## src/rtl/id_operand_bypass_pkg.sv

```systemverilog
// Shared types and constants for the ID operand-resolution stage.
package id_operand_bypass_pkg;

  localparam int unsigned STALL_W = 6;
  localparam int unsigned PC_W    = 32;
  localparam int unsigned INST_W  = 32;

  typedef logic [STALL_W-1:0] stall_bus_t;

  localparam logic STOP    = 1'b1;
  localparam logic NO_STOP = 1'b0;

  localparam int unsigned STALL_IF = 1;
  localparam int unsigned STALL_ID = 2;

  localparam int unsigned FWD_SRC_EX  = 0;
  localparam int unsigned FWD_SRC_MEM = 1;
  localparam int unsigned FWD_SRC_WB  = 2;

  // IF/ID pipeline register payload
  typedef struct packed {
    logic              valid;
    logic [PC_W-1:0]   pc;
    logic [INST_W-1:0] inst;
  } if_id_t;

  // Register-specifier field read by a given operand port
  function automatic logic [4:0] src_field(input logic [INST_W-1:0] inst,
                                           input int unsigned port);
    case (port)
      0:       src_field = inst[25:21];
      1:       src_field = inst[20:16];
      default: src_field = inst[15:11];
    endcase
  endfunction

endpackage

```

## src/rtl/id_operand_bypass_operand_sel.sv

```systemverilog
// Single-port operand resolution: register zero, youngest forward, hold, regfile.
module operand_sel #(
  parameter int unsigned DATA_W  = 32,
  parameter int unsigned REG_AW  = 5,
  parameter int unsigned NUM_FWD = 3
) (
  input  logic                        clk,
  input  logic                        rst,
  input  logic [REG_AW-1:0]           addr,
  input  logic [DATA_W-1:0]           rf_rdata,
  input  logic [NUM_FWD-1:0]          fwd_we,
  input  logic [NUM_FWD*REG_AW-1:0]   fwd_waddr,
  input  logic [NUM_FWD*DATA_W-1:0]   fwd_wdata,
  input  logic [NUM_FWD-1:0]          fwd_is_load,
  input  logic                        rd_use,
  input  logic                        id_valid,
  input  logic                        hold_cap,
  input  logic                        hold_clr,
  output logic [DATA_W-1:0]           opnd_c,
  output logic [NUM_FWD-1:0]          hit_c,
  output logic                        load_stall_c
);

  logic              addr_nz;
  logic              match;
  logic              win_load;
  logic [DATA_W-1:0] win_data;
  logic              hold_vld;
  logic [DATA_W-1:0] hold_q;

  assign addr_nz = (addr != '0);

  // Priority pick of the youngest matching source; register zero never forwards
  always_comb begin
    match    = 1'b0;
    win_load = 1'b0;
    win_data = '0;
    hit_c    = '0;
    for (int i = 0; i < NUM_FWD; i++) begin
      if (!match && addr_nz && fwd_we[i] &&
          (fwd_waddr[i*REG_AW +: REG_AW] == addr)) begin
        match    = 1'b1;
        win_load = fwd_is_load[i];
        win_data = fwd_wdata[i*DATA_W +: DATA_W];
        hit_c[i] = 1'b1;
      end
    end
  end

  // Operand mux and load-use detection
  always_comb begin
    opnd_c = rf_rdata;
    if (!addr_nz)      opnd_c = '0;
    else if (match)    opnd_c = win_data;
    else if (hold_vld) opnd_c = hold_q;
    load_stall_c = id_valid && rd_use && match && win_load;
  end

  // Hold register keeps forwarded data alive across ID stalls; loads are not captured
  always_ff @(posedge clk) begin
    if (rst || hold_clr) begin
      hold_vld <= 1'b0;
      hold_q   <= '0;
    end else if (hold_cap && addr_nz && (match ? !win_load : hold_vld)) begin
      hold_vld <= 1'b1;
      hold_q   <= opnd_c;
    end
  end

endmodule

```

## src/rtl/id_operand_bypass.sv

```systemverilog
// IF/ID register plus per-port forwarding/hold network and load-use interlock.
module id_operand_bypass
  import id_operand_bypass_pkg::*;
#(
  parameter int unsigned DATA_W  = 32,
  parameter int unsigned REG_AW  = 5,
  parameter int unsigned NUM_RD  = 2,
  parameter int unsigned NUM_FWD = 3
) (
  input  logic                        clk,
  input  logic                        rst,
  input  stall_bus_t                  stall,
  input  logic                        flush,
  input  logic                        if_valid,
  input  logic [PC_W-1:0]             if_pc,
  input  logic [INST_W-1:0]           if_inst,
  input  logic [NUM_RD-1:0]           rd_use,
  input  logic [NUM_FWD-1:0]          fwd_we,
  input  logic [NUM_FWD*REG_AW-1:0]   fwd_waddr,
  input  logic [NUM_FWD*DATA_W-1:0]   fwd_wdata,
  input  logic [NUM_FWD-1:0]          fwd_is_load,
  output logic [NUM_RD*REG_AW-1:0]    rf_raddr,
  input  logic [NUM_RD*DATA_W-1:0]    rf_rdata,
  output logic                        id_valid,
  output logic [PC_W-1:0]             id_pc,
  output logic [INST_W-1:0]           id_inst,
  output logic [NUM_RD*DATA_W-1:0]    opnd,
  output logic [NUM_RD*NUM_FWD-1:0]   fwd_hit,
  output logic                        stallreq
);

  if_id_t            if_id_q;
  logic              id_stop;
  logic              if_stop;
  logic              hold_cap;
  logic              hold_clr;
  logic [NUM_RD-1:0] port_stall;
  logic              unused_stall;

  assign if_stop      = (stall[STALL_IF] == STOP);
  assign id_stop      = (stall[STALL_ID] == STOP);
  assign unused_stall = ^{stall[0], stall[STALL_W-1:STALL_ID+1]};

  // IF/ID register: reset/flush, bubble, load, else hold
  always_ff @(posedge clk) begin
    if (rst || flush) begin
      if_id_q <= '0;
    end else if (if_stop && !id_stop) begin
      if_id_q <= '0;
    end else if (!if_stop) begin
      if_id_q.valid <= if_valid;
      if_id_q.pc    <= if_pc;
      if_id_q.inst  <= if_inst;
    end
  end

  assign id_valid = if_id_q.valid;
  assign id_pc    = if_id_q.pc;
  assign id_inst  = if_id_q.inst;

  assign hold_cap = id_stop && if_id_q.valid;
  assign hold_clr = !id_stop || flush;

  for (genvar p = 0; p < NUM_RD; p++) begin : g_port
    logic [REG_AW-1:0] addr;

    assign addr = REG_AW'(src_field(if_id_q.inst, p));
    assign rf_raddr[p*REG_AW +: REG_AW] = addr;

    operand_sel #(
      .DATA_W  (DATA_W),
      .REG_AW  (REG_AW),
      .NUM_FWD (NUM_FWD)
    ) u_sel (
      .clk          (clk),
      .rst          (rst),
      .addr         (addr),
      .rf_rdata     (rf_rdata[p*DATA_W +: DATA_W]),
      .fwd_we       (fwd_we),
      .fwd_waddr    (fwd_waddr),
      .fwd_wdata    (fwd_wdata),
      .fwd_is_load  (fwd_is_load),
      .rd_use       (rd_use[p]),
      .id_valid     (if_id_q.valid),
      .hold_cap     (hold_cap),
      .hold_clr     (hold_clr),
      .opnd_c       (opnd[p*DATA_W +: DATA_W]),
      .hit_c        (fwd_hit[p*NUM_FWD +: NUM_FWD]),
      .load_stall_c (port_stall[p])
    );
  end

  assign stallreq = |port_stall;

endmodule

```

## config.mk

```make
export PLATFORM = sky130hd
export DESIGN_NAME = id_operand_bypass
export DESIGN_NICKNAME = d
export VERILOG_FILES = /design/src/rtl/id_operand_bypass_pkg.sv /design/src/rtl/id_operand_bypass_operand_sel.sv /design/src/rtl/id_operand_bypass.sv
export SDC_FILE = /design/constraint.sdc
export NUM_CORES = 1
export LEC_CHECK = 0
export BUFFER_PORTS_ARGS = -buffer_cell sky130_fd_sc_hd__buf_4
export CORE_ASPECT_RATIO = 0.75
export CORE_MARGIN = 10
export CORE_UTILIZATION = 35
export DETAILED_ROUTE_END_ITERATION = 10
export SETUP_SLACK_MARGIN = 0.2
export SYNTH_ARGS = -nofsm -noshare
export SYNTH_HDL_FRONTEND = slang
export SYNTH_SLANG_ARGS = --single-unit
```

## constraint.sdc

```tcl
create_clock -name clk -period 3.1 [get_ports clk]
set_input_delay 0.155 -clock clk [delete_from_list [all_inputs] [get_ports clk]]
set_output_delay 0.155 -clock clk [all_outputs]
set_load 0.02 [all_outputs]
```

==> run_results.csv, run 1 <==
group,metric,value,unit
cts,clock_insertion_delay_at_the_later_pin_of_the_skew_report,440,ps
worst_setup_path,timing.reg2reg.setup_slack,250,ps
worst_setup_path,crit_path_frequent_cell,"sky130_fd_sc_hd__buf_4",
worst_hold_path,worstHoldStart,"fwd_wdata[5]",
worst_setup_path,worst-setup-path-type,"flip-flop to output port",
sta,worst-slew-pin-transition,864,ps
worst_setup_path,path_cells,"xnor2_1 > and2_1 > or3b_1 > buf_4 > o22ai_1 > a211oi_2 > buf_4",
worst_setup_path,worst_path_max_delay_cell,"sky130_fd_sc_hd__o22ai_1",
route,route.detailed.drc,0,
cells_and_area,fin_nets,1725,
power,power_density,372,nW/um2
synthesis,synth_enable_flop_cells,0,
route,route.antenna.remaining_nets,0,
placement,hpwl,34300,um
placement,dpl-instance-area,11600,um2
flow_run,maxCapViolCount,0,
synthesis,synth_nets,1295,
worst_hold_path,min_to,"g_port[0].u_sel.hold_q[5]",
sta,timing.final.crit_share,94.9,%
cells_and_area,area_delta_synth_final,59.2,%
worst_setup_path,crit_path_end_kind,"output port",
worst_setup_path,highest_fanout_seen_on_the_critical_path,19,
sta,totalNegativeSetupSlack,0,ps
worst_setup_path,worstReg2RegEnd,"g_port[0].u_sel.hold_q[22]",
synthesis,postSynth.asyncResetShare,0,%
cts,clk_pin_slew,70,ps
placement,place.detailed.instances,1667,
placement,gp_congestion,0.955,
route,detailedRoute.firstPassIterationCount,7,
sta,max_slew_margin,42.3,%
cts,clock_path_buffers,2,
synthesis,synth.ff_latch_count,131,
global_route,grt_antenna_before_repair,5,
sta,setup_repair_after_global_routing_missed_its_margin,"true",
route,detail_route.iter0.violations,993,
cells_and_area,num-fill-cells,2100,
route,wire_per_inst,25.3,um
synthesis,yosysWarningCount,0,
synthesis,synth_cells,1038,
worst_setup_path,cp-start-kind,"flip-flop",
sta,whs,98.5,ps
synthesis,yosysTopAreaCellShare,31.3,%
power,vdd_ir_drop_max,0.000382,V
worst_setup_path,worst_path_dominant_cell_family,"compound AO/OA/AOI/OAI gates",
sta,period_minus_slack,2940,ps
sta,hold_viol_final,0,
die,placement_rows,48,
cells_and_area,drive_gt1_share,41.6,%
global_route,grt_pass1_vias,9788,
route,avgViaCountPerCell,5.61,
die,placeableCoreArea,23300,um2
worst_hold_path,whs_path_depth,3,
global_route,grt_use_total,27.8,%
route,routed_wirelength,45300,um
worst_setup_path,worst-endpoint-required,2940,ps
cts,cts_tree,"done",
die,dieArea,30600,um2
synthesis,fraction_of_the_yosys_area_taken_by_sequential_cells,31.3,%
worst_setup_path,regToRegStartpoint,"id_inst[22]",
global_route,largest_net_degree_at_the_start_of_global_routing,66,
die,die_y,154,um
die,ioPinCount,403,
synthesis,ys_types,65,
synthesis,synth_area,8380,um2
power,p_leak,5.43,nW
cells_and_area,multi_input_area,5540,um2
cts,cts_max_level,4,
synthesis,leading_cell_types_by_total_area_after_synthesis,"sky130_fd_sc_hd__dfxtp_1, sky130_fd_sc_hd__mux2i_1, sky130_fd_sc_hd__nor2_1, sky130_fd_sc_hd__nand2_1, sky130_fd_sc_hd__o21ai_0",
synthesis,dominantRegCellSynth,"sky130_fd_sc_hd__dfxtp_1",
route,count_of_vias_placed_by_the_detailed_router,10023,
sta,clock.fmax,340,MHz
cts,cts_root_buf,"sky130_fd_sc_hd__clkbuf_16",
cells_and_area,seq_area,2650,um2
worst_setup_path,worst_r2r_path_depth,9,
worst_setup_path,crit_arrival,2790,ps
synthesis,synth_area_leader_cell,"sky130_fd_sc_hd__dfxtp_1",
global_route,overflow,0,
die,die_width,199,um
cts,cts_buffers,17,
worst_setup_path,crit_buf_inv,2,
cells_and_area,finish.cell_count_without_fillers,1786,
cts,cts_sinks,131,
cells_and_area,final_cell_area,13300,um2
worst_hold_path,hold_crit_path_type,"primary input to flip-flop",
sta,skew,17.9,ps
worst_setup_path,crit_path_max_incr_delay,580,ps
synthesis,post_synth.cell_area_avg,8.07,um2
sta,number_of_max_slew_violations_in_the_final_report,0,
placement,io_buffers,398,
status,run_status,"finished, final reports clean",
sta,final_setup_violation_count,0,
global_route,grt_first_pass_wirelength,64800,um
die,floorplan.initialDensity,35.9,%
## cells in the final DEF (no fill, tap or decap), types with 22 or more instances in the layout
cell	instances
sky130_fd_sc_hd__a21oi_1	44
sky130_fd_sc_hd__nand2_2	22
sky130_fd_sc_hd__nand2_1	98
sky130_fd_sc_hd__o22ai_1	28
sky130_fd_sc_hd__o21ai_0	58
sky130_fd_sc_hd__buf_4	451
sky130_fd_sc_hd__nor2_1	111
sky130_fd_sc_hd__dfxtp_1	119
sky130_fd_sc_hd__mux2i_1	124
sky130_fd_sc_hd__dlygate4sd3_1	65
## kinds of logic after synthesis
| logic type | after synthesis | share of synthesized area, % |
|---|---|---|
| buffers and inverters | 125 | 7.04 |
| AOI/OAI and AO/OA | 291 | 24.5 |
| muxes | 128 | 15.4 |
| and+or+nand+nor | 333 | 18.7 |
| xor gates and xnor gates | 30 | 3.14 |
| DFF | 131 | 31.3 |
## flip-flops by register name (all words and copies together) (netlist names)
name / cells
g_port.u_sel.hold_q: 64
id_pc: 32
id_inst: 32
id_valid: 1
g_port.u_sel.hold_vld: 2
## metrics by stage
stage               total power, mW  setup WS, ps  utilization [%]
floorplan                      2.25           262                -
global placement               2.81           162             49.7
detailed placement             2.81           144             49.7
CTS                            4.93           188             55.9
global route                   5.11          94.3             57.2
finish                         4.96           157             57.2
## synth_stat cells, types with 2 or more instances
cell type	instances
sky130_fd_sc_hd__o22ai_1	29
sky130_fd_sc_hd__a221oi_1	18
sky130_fd_sc_hd__inv_1	10
sky130_fd_sc_hd__o21ai_0	65
sky130_fd_sc_hd__a211o_1	4
sky130_fd_sc_hd__nor2b_1	21
sky130_fd_sc_hd__xor2_1	10
sky130_fd_sc_hd__o2bb2ai_1	5
sky130_fd_sc_hd__buf_6	3
sky130_fd_sc_hd__o21a_1	2
sky130_fd_sc_hd__and2_1	6
sky130_fd_sc_hd__inv_2	2
sky130_fd_sc_hd__nand4_1	4
sky130_fd_sc_hd__clkbuf_1	71
sky130_fd_sc_hd__nand3_1	11
sky130_fd_sc_hd__nand2b_1	10
sky130_fd_sc_hd__nand2_1	100
sky130_fd_sc_hd__and3_1	8
sky130_fd_sc_hd__nor2_1	114
sky130_fd_sc_hd__buf_1	5
sky130_fd_sc_hd__nor4_1	7
sky130_fd_sc_hd__buf_4	10
sky130_fd_sc_hd__nor3_1	16
sky130_fd_sc_hd__buf_2	22
sky130_fd_sc_hd__and4_1	3
sky130_fd_sc_hd__o31a_1	2
sky130_fd_sc_hd__o32a_1	3
sky130_fd_sc_hd__a2111oi_0	4
sky130_fd_sc_hd__o32ai_1	5
sky130_fd_sc_hd__mux2i_1	124
sky130_fd_sc_hd__o41ai_1	19
sky130_fd_sc_hd__xnor2_1	20
sky130_fd_sc_hd__buf_12	2
sky130_fd_sc_hd__a21oi_1	46
sky130_fd_sc_hd__dfxtp_1	131
sky130_fd_sc_hd__nor3_2	2
sky130_fd_sc_hd__o31ai_1	4
sky130_fd_sc_hd__o221ai_1	20
sky130_fd_sc_hd__a221o_1	2
sky130_fd_sc_hd__a21oi_2	20
sky130_fd_sc_hd__nand2_2	20
sky130_fd_sc_hd__mux2_2	4
sky130_fd_sc_hd__or3_1	3
sky130_fd_sc_hd__a211oi_1	30
## layout make-up
type	count	area share [%]
Clock buffer	18	3.29
Timing Repair Buffer	523	31.0
Clock inverter	14	0.995
Sequential cell	131	19.9
Inverter	12	0.357
Antenna cell	5	0.0938
Tap cell	300	2.82
Multi-Input combinational cell	783	41.6
## worst min-delay path: cells and delay by family
family                 cells  cell delay, ps
AO/OA/AOI/OAI              2             220
buffers and inverters      1             110
## how the worst max path moves through the flow
stage	cells past startpoint	startpoint	slack (ps)	end
2_1_floorplan	8	id_inst[20]	260	g_port[1].u_sel.hold_q[3]
3_3_place_gp	7	id_inst[17]	160	opnd[52]
3_5_place_dp	7	id_inst[17]	140	opnd[52]
4_1_cts	9	id_inst[22]	190	opnd[28]
5_1_grt	8	id_inst[18]	90	opnd[43]
6_report	7	id_inst[17]	160	opnd[43]
## power by group
part	internal [mW]	switching (mW)	total [mW]
combinational	0.566	0.629	1.20
sequential	1.70	0.0218	1.73
clock	1.09	0.954	2.04
## layer usage
layer  track usage (%)  share of wire, %  up-vias
met2              41.7                45      530
met1              37.2                42     4814
met5                 0                 0        -
li1                  -                 -     4627
met4              8.84               2.0        0
met3              8.33                11       52
## repair_timing
action | in CTS | in global routing
endpoints found under the setup margin | 57 | 82
gates cloned | 2 | 0
gates resized for setup | 39 | 51
pin swaps | 5 | 8
hold endpoints to repair | 65 | 0
buffers inserted | 8 | 7
hold buffers | 65 | 0
Note: power is estimated with default switching activity, not from simulation.
==> inputs of run 2 (changes only) <==
==> constraint.sdc (replaced) <==
create_clock -name clk -period 3.7 [get_ports clk]
set_input_delay 0.185 -clock clk [delete_from_list [all_inputs] [get_ports clk]]
set_output_delay 0.185 -clock clk [all_outputs]
set_load 0.02 [all_outputs]
==> run_results.csv, run 2 (synthesis results as in run 1) <==
group,metric,value,unit
route,wire_per_inst,24.8,um
cells_and_area,final_common_cell,"sky130_fd_sc_hd__buf_4",
worst_setup_path,worst-endpoint-required,3510,ps
power,power.share.sequential,35.2,%
flow_run,maxCapViolCount,0,
sta,worst-slew-pin-transition,806,ps
sta,timing.final.crit_share,89.8,%
worst_setup_path,crit_path_max_incr_delay,410,ps
power,p_leak,5.19,nW
cells_and_area,final_cell_area,12700,um2
cts,cts_sinks,131,
cts,cts_root_buf,"sky130_fd_sc_hd__clkbuf_16",
cells_and_area,num-fill-cells,2168,
worst_setup_path,cp-start-kind,"flip-flop",
cells_and_area,fin_nets,1693,
worst_setup_path,path_cells,"nor4_2 > nand2_1 > buf_4 > nand3_1 > inv_2 > nor3_4 > buf_6 > a21oi_1 > and3_1 > buf_4",
cells_and_area,multi_input_area,5240,um2
cts,cts_tree,"done",
power,vdd_ir_drop_max,0.000271,V
worst_setup_path,crit_path_end_kind,"output port",
sta,whs,-0.582,ps
global_route,grt_antenna_before_repair,12,
worst_setup_path,worst_path_max_delay_cell,"sky130_fd_sc_hd__dfxtp_1",
route,route.detailed.drc,0,
placement,dpl-instance-area,11500,um2
power,power_switching,1.27,mW
route,detail_route.iter0.violations,993,
die,placeableCoreArea,23300,um2
sta,period_minus_slack,3320,ps
sta,skew,12.1,ps
power,power_density,323,nW/um2
cells_and_area,seq_area,2630,um2
global_route,overflow,0,
sta,setup_repair_after_global_routing_missed_its_margin,"false",
status,violations_in_the_final_reports,"negative hold slack",
power,power.combinational.fraction,23.1,%
die,die_width,199,um
worst_setup_path,worst-setup-path-type,"flip-flop to output port",
worst_setup_path,highest_fanout_seen_on_the_critical_path,28,
cts,cts_max_level,4,
worst_hold_path,hold_crit_path_type,"primary input to flip-flop",
die,placement_rows,48,
die,ioPinCount,403,
sta,number_of_max_slew_violations_in_the_final_report,0,
power,p_int,2.84,mW
sta,totalNegativeSetupSlack,0,ps
cells_and_area,largest-register,"g_port.u_sel.hold_q",
placement,io_buffers,398,
global_route,grt_use_total,27.2,%
cts,clk_pin_slew,70,ps
cells_and_area,largest_register_ff_count,64,
cells_and_area,drive_gt1_share,36.5,%
sta,clock.fmax,301,MHz
worst_setup_path,crit_buf_inv,4,
power,pwr-share-clk,41.7,%
status,run_status,"finished with violations",
route,count_of_vias_placed_by_the_detailed_router,9850,
route,routed_wirelength,43700,um
sta,hold_viol_final,1,
route,route.antenna.remaining_nets,0,
sta,max_slew_margin,46.1,%
route,avgViaCountPerCell,5.61,
worst_setup_path,crit_path_frequent_cell,"sky130_fd_sc_hd__buf_4",
placement,hpwl,33800,um
cts,cts_buffers,17,
global_route,largest_net_degree_at_the_start_of_global_routing,66,
worst_setup_path,worst_path_dominant_cell_family,"simple AND/OR/NAND/NOR gates",
placement,gp_congestion,0.956,
sta,final_setup_violation_count,0,
cells_and_area,layout_common_cells,"sky130_fd_sc_hd__buf_4, sky130_fd_sc_hd__dfxtp_1, sky130_fd_sc_hd__mux2i_1, sky130_fd_sc_hd__nor2_1, sky130_fd_sc_hd__nand2_1",
cts,post_cts_buffers,0,
global_route,grt_first_pass_wirelength,63100,um
die,floorplan.initialDensity,35.9,%
route,detailedRoute.firstPassIterationCount,6,
die,die_y,154,um
cts,clock_insertion_delay_at_the_later_pin_of_the_skew_report,440,ps
worst_setup_path,crit_arrival,3140,ps
global_route,grt_pass1_vias,9743,
cells_and_area,area_delta_synth_final,52.0,%
cts,clock_path_buffers,2,
die,dieArea,30600,um2
power,p_sw_share,30.8,%
-- run 2: changes by cell type in the layout (fill, tap and decap cells not counted), sizes merged --
cell and delta:
diode +3, buf -25, inv -3, clkinvlp +1, dlygate4sd3 -5, bufinv +1, nor3 -1
-- run 2: timing repair --
action                                  in CTS  in global routing
endpoints found under the setup margin       0                 13
hold buffers                                60                  0
hold endpoints to repair                    60                  0
resized for setup                            0                  7
-- run 2: power groups by stage --
stage	clock network, mW	logic, mW	registers (mW)
floorplan	0	0.387	1.49
global placement	0	0.870	1.48
detailed placement	0	0.874	1.48
CTS	1.73	0.931	1.45
global route	1.79	1.01	1.45
finish	1.71	0.949	1.45
-- run 2: path summary, 6_finish.rpt --
check / startpoint / end / slack [ps] / cells past startpoint
setup / recovery: id_inst[17] / opnd[52] / 380 / 10
hold / removal: if_inst[31] / id_inst[31] / -0.6 / 3
setup reg to reg: id_inst[18] / g_port[1].u_sel.hold_q[9] / 740 / 10
hold reg to reg: g_port[1].u_sel.hold_q[16] / g_port[1].u_sel.hold_q[16] / 450 / 2
-- run 2: final cells by class --
cell class / instances / area share, %
multi-input combinational: 782 / 41.1
tap: 300 / 2.95
clock buffer: 19 / 3.48
clock inverter: 13 / 1.08
timing repair buffer: 492 / 30.2
sequential: 131 / 20.6
inverter: 12 / 0.354
antenna: 8 / 0.157
-- run 2: worst reg2reg max path: cells and delay by family, from the launching register on --
family / cells / cell delay [ps]
compound gates: 2 / 530
flops: 1 / 540
buf+inv: 3 / 800
simple gates: 5 / 1010
-- run 2: through the flow --
| stage | cells | utilization (%) | setup WS [ps] | total power, mW |
|---|---|---|---|---|
| detailed placement | 1657 | 49.3 | 667 | 2.35 |
| CTS | 1749 | 54.4 | 313 | 4.11 |
| floorplan | 1038 | - | 574 | 1.88 |
| global route | 1757 | 54.6 | 224 | 4.24 |
| global placement | 1657 | 49.3 | 739 | 2.35 |
| finish | 1757 | 54.6 | 377 | 4.11 |
-- run 2: layer usage --
metal  vias up  global-route usage, %  routed length (um)
li1       4572                      -                   -
met1      4655                   35.8               18600
met2       536                   39.8               19000
met3        81                   9.66                4780
met4         6                   9.93                1210
met5         -                      0                  47
